`config.mk`:
```
export PLATFORM = sky130hd
export DESIGN_NAME = uart_rx
export DESIGN_NICKNAME = d
export VERILOG_FILES = /design/src/rtl/uart_rx.sv
export SDC_FILE = /design/constraint.sdc
export NUM_CORES = 1
export LEC_CHECK = 0
export ABC_CLOCK_PERIOD_IN_PS = 1900
export BUFFER_PORTS_ARGS = -buffer_cell sky130_fd_sc_hd__buf_2
export CORE_AREA = 2 2 67 69
export DETAILED_ROUTE_END_ITERATION = 6
export DIE_AREA = 0 0 69 71
export PLACE_DENSITY = 0.62
export REMOVE_ABC_BUFFERS = 1
export SYNTH_ARGS = -nofsm -noshare
export SYNTH_HDL_FRONTEND = slang
export SYNTH_SLANG_ARGS = --single-unit
export TNS_END_PERCENT = 100
```
`constraint.sdc`:
```
create_clock -name clk -period 1.9 [get_ports clk]
set_input_delay 0.19 -clock clk [delete_from_list [all_inputs] [get_ports clk]]
set_output_delay 0.19 -clock clk [all_outputs]
set_load 0.02 [all_outputs]
```
`src/rtl/uart_rx.sv`:
```
// 8N1 UART receiver: deframes bytes from rx and emits each one as a one-cycle data_en strobe.
// Optional macro UART_RX_SYNC_EN adds a two-flop synchronizer on rx for asynchronous pins.
module uart_rx #(
  parameter int unsigned BAUD     = 115200,
  parameter int unsigned MAIN_CLK = 12000000
) (
  input  logic       clk,
  input  logic       rst,
  input  logic       rx,
  output logic [7:0] data_out,
  output logic       data_en,
  output logic       frame_err
);

  localparam int unsigned N       = MAIN_CLK / BAUD;
  localparam int unsigned HALF    = (N - 1) / 2;
  localparam int unsigned CW      = $clog2(N + 1);
  localparam int unsigned HALF_M1 = (HALF > 0) ? HALF - 1 : 0;

  typedef enum logic [2:0] {IDLE, START, DATA, STOP, BREAK} state_t;

  logic          rx_s;
  state_t        state, state_d;
  logic [CW-1:0] cnt, cnt_d;
  logic [2:0]    idx, idx_d;
  logic [7:0]    shift, shift_d;
  logic [7:0]    data_out_d;
  logic          data_en_d, frame_err_d;

`ifdef UART_RX_SYNC_EN
  // Both stages reset to the idle line level so reset never fakes a start bit.
  logic [1:0] sync;
  always_ff @(posedge clk) begin
    if (rst) sync <= 2'b11;
    else     sync <= {sync[0], rx};
  end
  assign rx_s = sync[1];
`else
  assign rx_s = rx;
`endif

  always_ff @(posedge clk) begin
    if (rst) begin
      state     <= IDLE;
      cnt       <= '0;
      idx       <= '0;
      shift     <= '0;
      data_out  <= '0;
      data_en   <= 1'b0;
      frame_err <= 1'b0;
    end else begin
      state     <= state_d;
      cnt       <= cnt_d;
      idx       <= idx_d;
      shift     <= shift_d;
      data_out  <= data_out_d;
      data_en   <= data_en_d;
      frame_err <= frame_err_d;
    end
  end

  // Each sample point is reached when cnt hits zero; cnt reloads to N-1 on every sample.
  always_comb begin
    state_d     = state;
    cnt_d       = cnt;
    idx_d       = idx;
    shift_d     = shift;
    data_out_d  = data_out;
    data_en_d   = 1'b0;
    frame_err_d = 1'b0;
    case (state)
      IDLE: begin
        if (!rx_s) begin
          idx_d = '0;
          if (HALF == 0) begin
            state_d = DATA;
            cnt_d   = CW'(N - 1);
          end else begin
            state_d = START;
            cnt_d   = CW'(HALF_M1);
          end
        end
      end
      START: begin
        if (cnt == '0) begin
          if (rx_s) begin
            state_d = IDLE;
          end else begin
            state_d = DATA;
            cnt_d   = CW'(N - 1);
          end
        end else begin
          cnt_d = cnt - 1'b1;
        end
      end
      DATA: begin
        if (cnt == '0) begin
          shift_d[idx] = rx_s;
          cnt_d        = CW'(N - 1);
          idx_d        = idx + 1'b1;
          if (idx == 3'd7) state_d = STOP;
        end else begin
          cnt_d = cnt - 1'b1;
        end
      end
      STOP: begin
        if (cnt == '0) begin
          if (rx_s) begin
            data_out_d = shift;
            data_en_d  = 1'b1;
            state_d    = IDLE;
          end else begin
            frame_err_d = 1'b1;
            state_d     = BREAK;
          end
        end else begin
          cnt_d = cnt - 1'b1;
        end
      end
      BREAK: begin
        // A line held low must return high before another start is accepted.
        if (rx_s) state_d = IDLE;
      end
      default: state_d = IDLE;
    endcase
  end

endmodule
```
## Word level (Yosys, flattened, before mapping)

Index checks and enable logic that the tools add are counted.

| cells by class | value |
|---|---|
| add/sub/neg operators | 2 |
| order comparisons | 2 |
| equality and inequality tests | 13 |
| mux-type cells | 23 |
| bitwise operators | 2 |
| reductions and logical operators | 11 |

Operators by type and width:

| cell | count |
|---|---|
| 7-bit two-way mux | 5 |
| 7-bit one-hot mux with 4 select lines | 1 |
| 3-bit two-way mux | 9 |
| 3-bit one-hot mux with 5 select lines | 1 |
| 2-bit inequality test (second input constant) | 7 |
| 8-bit bitwise mux | 1 |
| 7-bit logical NOT | 1 |
| 7-bit by 1-bit subtractor with 7-bit output (second input constant) | 1 |
| 3-bit by 2-bit == test with 1-bit output (second input constant) | 2 |
| 3-bit == test (second input constant) | 2 |
| 3-bit one-hot mux with 2 select lines | 1 |
| 3-bit AND reduction | 2 |
| 6-bit AND reduction | 1 |
| 3-bit by 4-bit less-than comparator with 1-bit output (second input constant) | 1 |
| 4-bit AND reduction | 1 |
| 4-bit nonzero test | 1 |
| 3-bit by 1-bit adder with 3-bit output (second input constant) | 1 |
| 1-bit demux with 3-bit select | 1 |
| 3-bit by 1-bit == test with 1-bit output (second input constant) | 1 |
| 3-bit by 1-bit greater-or-equal comparator with 1-bit output (second input constant) | 1 |
| 3-bit logical NOT | 1 |
| 1-bit two-way mux | 3 |
| 3-bit inequality test (second input constant) | 1 |
| 3-bit OR reduction | 1 |
| 5 further kinds | 6 |

| storage, ports and cells | value |
|---|---|
| bits in registers | 31 |
| input bits | 3 |
| output and inout bits | 10 |
| logic and storage cells | 60 |

## Longest topological paths before layout

Gate-level depths: netlist of the first run.

| logic depth | value |
|---|---|
| depth in word-level cells | 5 |
| mapped depth | 7 |
| depth with buffers taken out | 6 |

## Worst setup path after synthesis of the first run

No wires, ideal clock.

| timing path | value |
|---|---|
| path kind | reg2reg |
| from | register cnt[0] |
| to | register data_out[2] |
| library setup time | 0.072 ns |
| arrival time | 1.828 ns |
| data required time | 1.828 ns |
| path slack | 0.001 ns |
| cell stages (with the launch flop) | 8 |
| path buffers | 1 |
| period minus slack after synthesis | 1.899 ns |
| path through | dfxtp_1 inv_1 ha_1 or3b_2 nor3_4 and4_1 buf_4 mux2i_1 |

| on the way | value |
|---|---|
| word-level cells in the longest chain between the ends | 2 |

Ends and longest elaborated chain:

| item | RTL line | source |
|---|---|---|
| from (decl) | 24 | `logic [CW-1:0] cnt, cnt_d;` |
| from (signal assigned) | 53 | `cnt <= cnt_d;` |
| 7-bit logical NOT | 107 | `if (cnt == '0) begin` |
| 3-bit AND reduction (no line) | - |  |
| to (signal assigned) | 56 | `data_out <= data_out_d;` |
| to (decl) | 10 | `output logic [7:0] data_out,` |

No other way between the ends.
A chain may end at the register's enable or synchronous reset.

## Worst setup path after layout of the first run

| timing path | value |
|---|---|
| from | register cnt[1] |
| to | register data_out[0] |

The elaborated chain is that of the path after synthesis.

==> run metrics, run 1 <==
fmax=0.5747 GHz; core area=0.004204 mm^2; # setup viols final=0; root buffer cell=clkbuf_8; met3 GRT Util=0.05840; Total Nets Final=211; Hold Vio Cnt, Final=0; post-synthesis average cell area=9.087 um^2; diodes inserted=0; placed wire-length estimate=2650 um; Wirelength per Cell=13.84 um; worst vdd rail ir drop=0.4668 mV; met2 usage=0.2618; biggest area consumer among synthesized cells=dfxtp_1; post-synth top area share=0.3902; slew margin rel.=0.5970; CTS Buf Count=5; Placed Cells=249; post-synthesis cell count=175; die area=0.004899 mm^2; initial antenna violation count=0; RD Place Congestion=0.9076; Residual DRC=0; CTS H-tree lvls=2; Synth cell types=46; gr busiest metal=met2; Synth Cell Area=0.001590 mm^2; Post-Route WL=3557 um; drt first pass iters=4; Area Overhead vs Synth=19.51%; Worst setup SP type=register; gr ovfl total=0; clk slew on worst S/H paths=0.07 ns; GRT Util Overall=0.1559; CP required=2.08 ns; Yosys warning count=0; Fin Setup TNS=0 ns; most common library cells after synthesis=dfxtp_1 (31), nand2_1 (28), mux2i_1 (20); FFs w/ async S/R, synth=0; Global Route met1 Usage=0.1833; layout cell share with drive strength beyond 1=0.2585; Placed Area=0.001809 mm^2; vias in the first global route=1,293; main flop type after synthesis=dfxtp_1; Site Rows=24; Worst Skew=0.004936 ns; IO buf count=12; Period minus WS final=1.740 ns; Starting Density=0.3783; Max Root-Sink Buffers=2; antenna-violating nets left=0; fin. max-slew vios=0; synthesized flop and latch total=31; Finished Layout Cells=257; CP max stage delay=0.44 ns; CP max stage cell=or3b_4; CTS Sinks=31; worst hold path class=input pin to register; routed via count=1,379; top cells by area, synth=dfxtp_1 (39%), mux2i_1 (13%), nand2_1 (6.6%); pre-CTS setup slack=0.03960 ns; final worst path period share=0.9158; fin area=0.001901 mm^2; RSZ-0062 raised after global routing=no; largest net degree at the start of global routing=20; Hold WS=0.2330 ns; CTS tree=yes; Pleak=0.8130 nW; register area share after synthesis=0.3902; CP arrival=1.92 ns; crit end category=register; Top Ports=13; critical path peak fanout=6; DIE WIDTH=69 um; count leader, synth=dfxtp_1; first-pass GRT wire length=6078 um; outcome=completed; critical setup path kind=register to register; EDFF count, synth=0; crit-path cells=inv_1 > ha_1 > or3b_4 > nor3_4 > buf_4 > nand4_4 > mux2i_1; Max Cap Viol=0; final setup margin=0.1599 ns; Iteration-0 DRC Markers=95; Pwr per Cell Area=1065 mW/mm^2; clock insertion delay at the later pin of the skew report=0.29 ns; Worst Max-Slew Pin Slew=0.5982 ns; Vias/cell=5.366; Die Y=71 um; flop2flop setup slack=0.16 ns
==> path summary, 6_finish.rpt <==
kind                     from          end  cells past startpoint
setup / recovery       cnt[1]  data_out[0]                      7
hold / removal             rx     state[2]                      2
setup reg to reg       cnt[1]  data_out[0]                      7
hold reg to reg   data_out[2]  data_out[2]                      2
==> where the power goes <==
part | switching, mW | internal (mW)
clock network | 0.259 | 0.254
registers | 0.0446 | 0.699
logic | 0.427 | 0.341
total | 0.730 | 1.29
==> per-stage QoR <==
step / power [mW] / utilization
finish: 2.025 / 0.4521
global route: 2.152 / 0.4521
CTS: 2.024 / 0.4515
detailed placement: 1.502 / 0.4304
global placement: 1.505 / 0.4304
floorplan: 1.222 / -
==> timing repair <==
| action | CTS | global route |
|---|---|---|
| hold buffers | 0 | 0 |
| gates resized for setup | 0 | 1 |
| hold endpoints to repair | 0 | 0 |
| setup buffers | 0 | 0 |
| setup endpoints to repair | 0 | 20 |
==> registers in the layout (all words and copies together), names as in the netlist <==
register / cells
state: 3
frame_err: 1
data_en: 1
cnt: 7
shift: 8
data_out: 8
idx: 3
==> critical path: cells and delay by family (launching register included) <==
family                   cells  cell delay, ns
multiplexers                 1            0.16
flip-flops                   1            0.33
AND/OR/NAND/NOR              3            0.76
adder cells (fa/ha/maj)      1            0.15
buffers and inverters        2            0.23
==> layout make-up <==
class                      count  area [um^2]
clock inverter                 3        20.02
sequential                    31        620.6
timing repair buffer          31        202.7
multi-input combinational    127        893.4
clock buffer                   5        68.82
tap                           52        65.06
fill                         429         2303
inverter                       8        30.03
==> kinds of logic (layout without fill, tap and decap cells) <==
| logic type | count (synthesis) | count (layout) | share of synthesized area |
|---|---|---|---|
| AND/OR/NAND/NOR | 71 | 71 | 0.2486 |
| AO/OA/AOI/OAI | 32 | 32 | 0.1542 |
| flip-flops | 31 | 31 | 0.3902 |
| multiplexers | 20 | 20 | 0.1259 |
| buffers and inverters | 17 | 47 | 0.04956 |
| adder cells (fa/ha/maj) | 4 | 4 | 0.03147 |
==> layer usage <==
layer / up-vias / part of all wire / wire length [um]
met3: 10 / 0.041 / 146
li1: 697 / - / -
met1: 649 / 0.48 / 1703
met4: 0 / 0.021 / 75
met5: - / 0 / 0
met2: 23 / 0.46 / 1631
==> cell usage in the layout (no fill, tap or decap), types with 2 or more instances in the layout <==
cell type / synthesis / routed
a211oi_1: 2 / 2
a21oi_1: 6 / 6
a221oi_1: 2 / 2
a31oi_1: 4 / 4
a32o_1: 2 / 2
buf_2: 3 / 12
buf_4: 1 / 19
clkbuf_8: 0 / 5
clkinvlp_4: 0 / 2
dfxtp_1: 31 / 31
ha_1: 4 / 4
inv_1: 7 / 7
mux2i_1: 20 / 20
nand2_1: 28 / 28
nand2b_1: 2 / 2
nand3_1: 5 / 5
nand4_1: 4 / 4
nor2_1: 8 / 8
nor3_1: 5 / 5
nor3_2: 3 / 3
nor3b_1: 2 / 2
nor4_1: 2 / 2
o211ai_1: 2 / 2
o21ai_0: 4 / 4
o221a_2: 2 / 2
(Power assumes the default switching activity.)
==> run 2: changes to the inputs <==
CORE_AREA = 2 2 59 61   (was 2 2 67 69)
DIE_AREA = 0 0 61 63   (was 0 0 69 71)
PLACE_DENSITY = 0.76   (was 0.62)
==> run metrics, run 2 (synthesized netlist as in run 1, its figures left out) <==
diodes inserted=0 (unchanged); clock insertion delay at the later pin of the skew report=0.33 ns (was 0.29 ns); CTS Sinks=31 (unchanged); drt first pass iters=4 (unchanged); fin area=0.001868 mm^2 (was 0.001901 mm^2); worst hold path class=input pin to register (unchanged); Starting Density=0.4921 (was 0.3783); Post-Route WL=3486 um (was 3557 um); clk slew on worst S/H paths=0.09 ns (was 0.07 ns); IO buf count=12 (unchanged); Area Overhead vs Synth=17.47% (was 19.51%); worst vdd rail ir drop=0.5785 mV (was 0.4668 mV); initial antenna violation count=0 (unchanged); Worst Max-Slew Pin Slew=0.5918 ns (was 0.5982 ns); Fin Setup TNS=0 ns (unchanged); area of the multi-input gates=903.4 um^2 (was 893.4 um^2); outcome=completed (unchanged); CP required=2.11 ns (was 2.08 ns); core area=0.003232 mm^2 (was 0.004204 mm^2); fmax=0.5685 GHz (was 0.5747 GHz); CP arrival=1.97 ns (was 1.92 ns); final setup margin=0.1410 ns (was 0.1599 ns); final core occ=0.5780 (was 0.4521); Placed Area=0.001787 mm^2 (was 0.001809 mm^2); vias in the first global route=1,331 (was 1,293); antenna-violating nets left=0 (unchanged); Hold WS=0.1756 ns (was 0.2330 ns); slew margin rel.=0.6013 (was 0.5970); Crit Reg-Reg Startpoint=cnt[3] (was cnt[1]); pre-CTS setup slack=0.04536 ns (was 0.03960 ns); Reg2Reg Capture Point=shift[0] (was data_out[0]); RSZ-0062 raised after global routing=no (unchanged); Residual DRC=0 (unchanged); Period minus WS final=1.759 ns (was 1.740 ns); Pwr per Cell Area=1045 mW/mm^2 (was 1065 mW/mm^2); fin. max-slew vios=0 (unchanged); layout cell share with drive strength beyond 1=0.2611 (was 0.2585); largest registers=data_out x8, shift x8, cnt x7 (unchanged); Worst Skew=0.006471 ns (was 0.004936 ns); Critical Path Start=cnt[3] (was cnt[1]); Worst setup SP type=register (unchanged); Site Rows=21 (was 24); Vias/cell=5.743 (was 5.366); final worst path period share=0.9258 (was 0.9158); largest net degree at the start of global routing=20 (unchanged); most frequent cells in the layout=dfxtp_1 (31), nand2_1 (28), mux2i_1 (20), buf_4 (17), buf_2 (12) (was dfxtp_1 (31), nand2_1 (28), mux2i_1 (20), buf_4 (19), buf_2 (12)); Pleak=0.8050 nW (was 0.8130 nW); Wirelength per Cell=14.00 um (was 13.84 um); Total Nets Final=209 (was 211); RD Place Congestion=0.9106 (was 0.9076); flop2flop setup slack=0.14 ns (was 0.16 ns); Reg area=620.6 um^2 (unchanged); placed wire-length estimate=2581 um (was 2650 um); routed via count=1,430 (was 1,379); CTS H-tree lvls=2 (unchanged); crit end category=register (unchanged); gr ovfl total=0 (unchanged); # setup viols final=0 (unchanged); Iteration-0 DRC Markers=72 (was 95); critical path peak fanout=7 (was 6); Fillers=290 (was 429); Die Y=63 um (was 71 um); CTS tree=yes (unchanged); r2r worst-path depth=5 (was 7); die area=0.003843 mm^2 (was 0.004899 mm^2); root buffer cell=clkbuf_4 (was clkbuf_8); CTS Buf Count=5 (unchanged); first-pass GRT wire length=6016 um (was 6078 um); Hold Vio Cnt, Final=0 (unchanged); Top Ports=13 (unchanged); critical setup path kind=register to register (unchanged); hold_sp=rx (unchanged); DIE WIDTH=61 um (was 69 um); Max Cap Viol=0 (unchanged); GRT Util Overall=0.2030 (was 0.1559); Hold Crit Endpoint=state[2] (unchanged); Max Root-Sink Buffers=2 (unchanged); commonest non-fill, non-tap cell in the layout=dfxtp_1 (unchanged); hold depth=2 (unchanged)
==> run 2: changes by cell type in the layout (fill, tap and decap cells not counted), sizes merged <==
cell,change
clkinv,-1
clkbuf,+3
buf,-2
clkinvlp,-2
==> run 2: worst max-delay path, stage by stage, from the launching register on <==
cell	delay [ns]
dfxtp_1	0.36
or3_1	0.54
nor4_2	0.34
buf_4	0.18
nand3b_1	0.09
mux2i_1	0.13
==> run 2: per-stage QoR <==
step	instances	power (mW)
2_1_floorplan	166	1.222
3_3_place_gp	241	1.475
3_5_place_dp	241	1.492
4_1_cts	249	1.927
5_1_grt	249	2.065
6_report	249	1.952
==> run 2: cell type report <==
cell class,count,share of cell area
well taps,46,0.03081
inverters,8,0.01608
flip-flops and latches,31,0.3322
repair buffers,29,0.1005
clock buffers,8,0.03684
multi-input cells,127,0.4836
==> run 2: power breakdown <==
part           switching, mW  leakage, nW  internal (mW)
clock network          0.214       0.0386          0.218
logic                  0.425        0.515          0.341
registers             0.0560        0.251          0.699
total                  0.695        0.805           1.26
==> run 2: timing repair <==
item	4_1_cts	5_1_grt
hold endpoints to repair	0	0
resized for setup	0	4
hold buffers	0	0
setup buffers	0	0
setup endpoints to repair	0	29
==> run 2: worst max path at each step <==
stage / end / slack [ns] / cells after the start
final: shift[0] / 0.14 / 5
after global routing: state[0] / 0.02 / 6
after CTS: data_out[3] / 0.02 / 6
after detailed placement: data_out[1] / 0.05 / 7
after global placement: data_out[0] / 0.08 / 7
after floorplan: data_out[2] / 0.006 / 6
==> run 2: per-layer routing <==
layer | GRT usage | vias to the layer above | wire [um]
li1 | - | 698 | -
met2 | 0.3038 | 59 | 1667
met5 | 0 | - | 0
met4 | 0.1114 | 0 | 135
met3 | 0.04348 | 21 | 199
met1 | 0.2654 | 652 | 1484
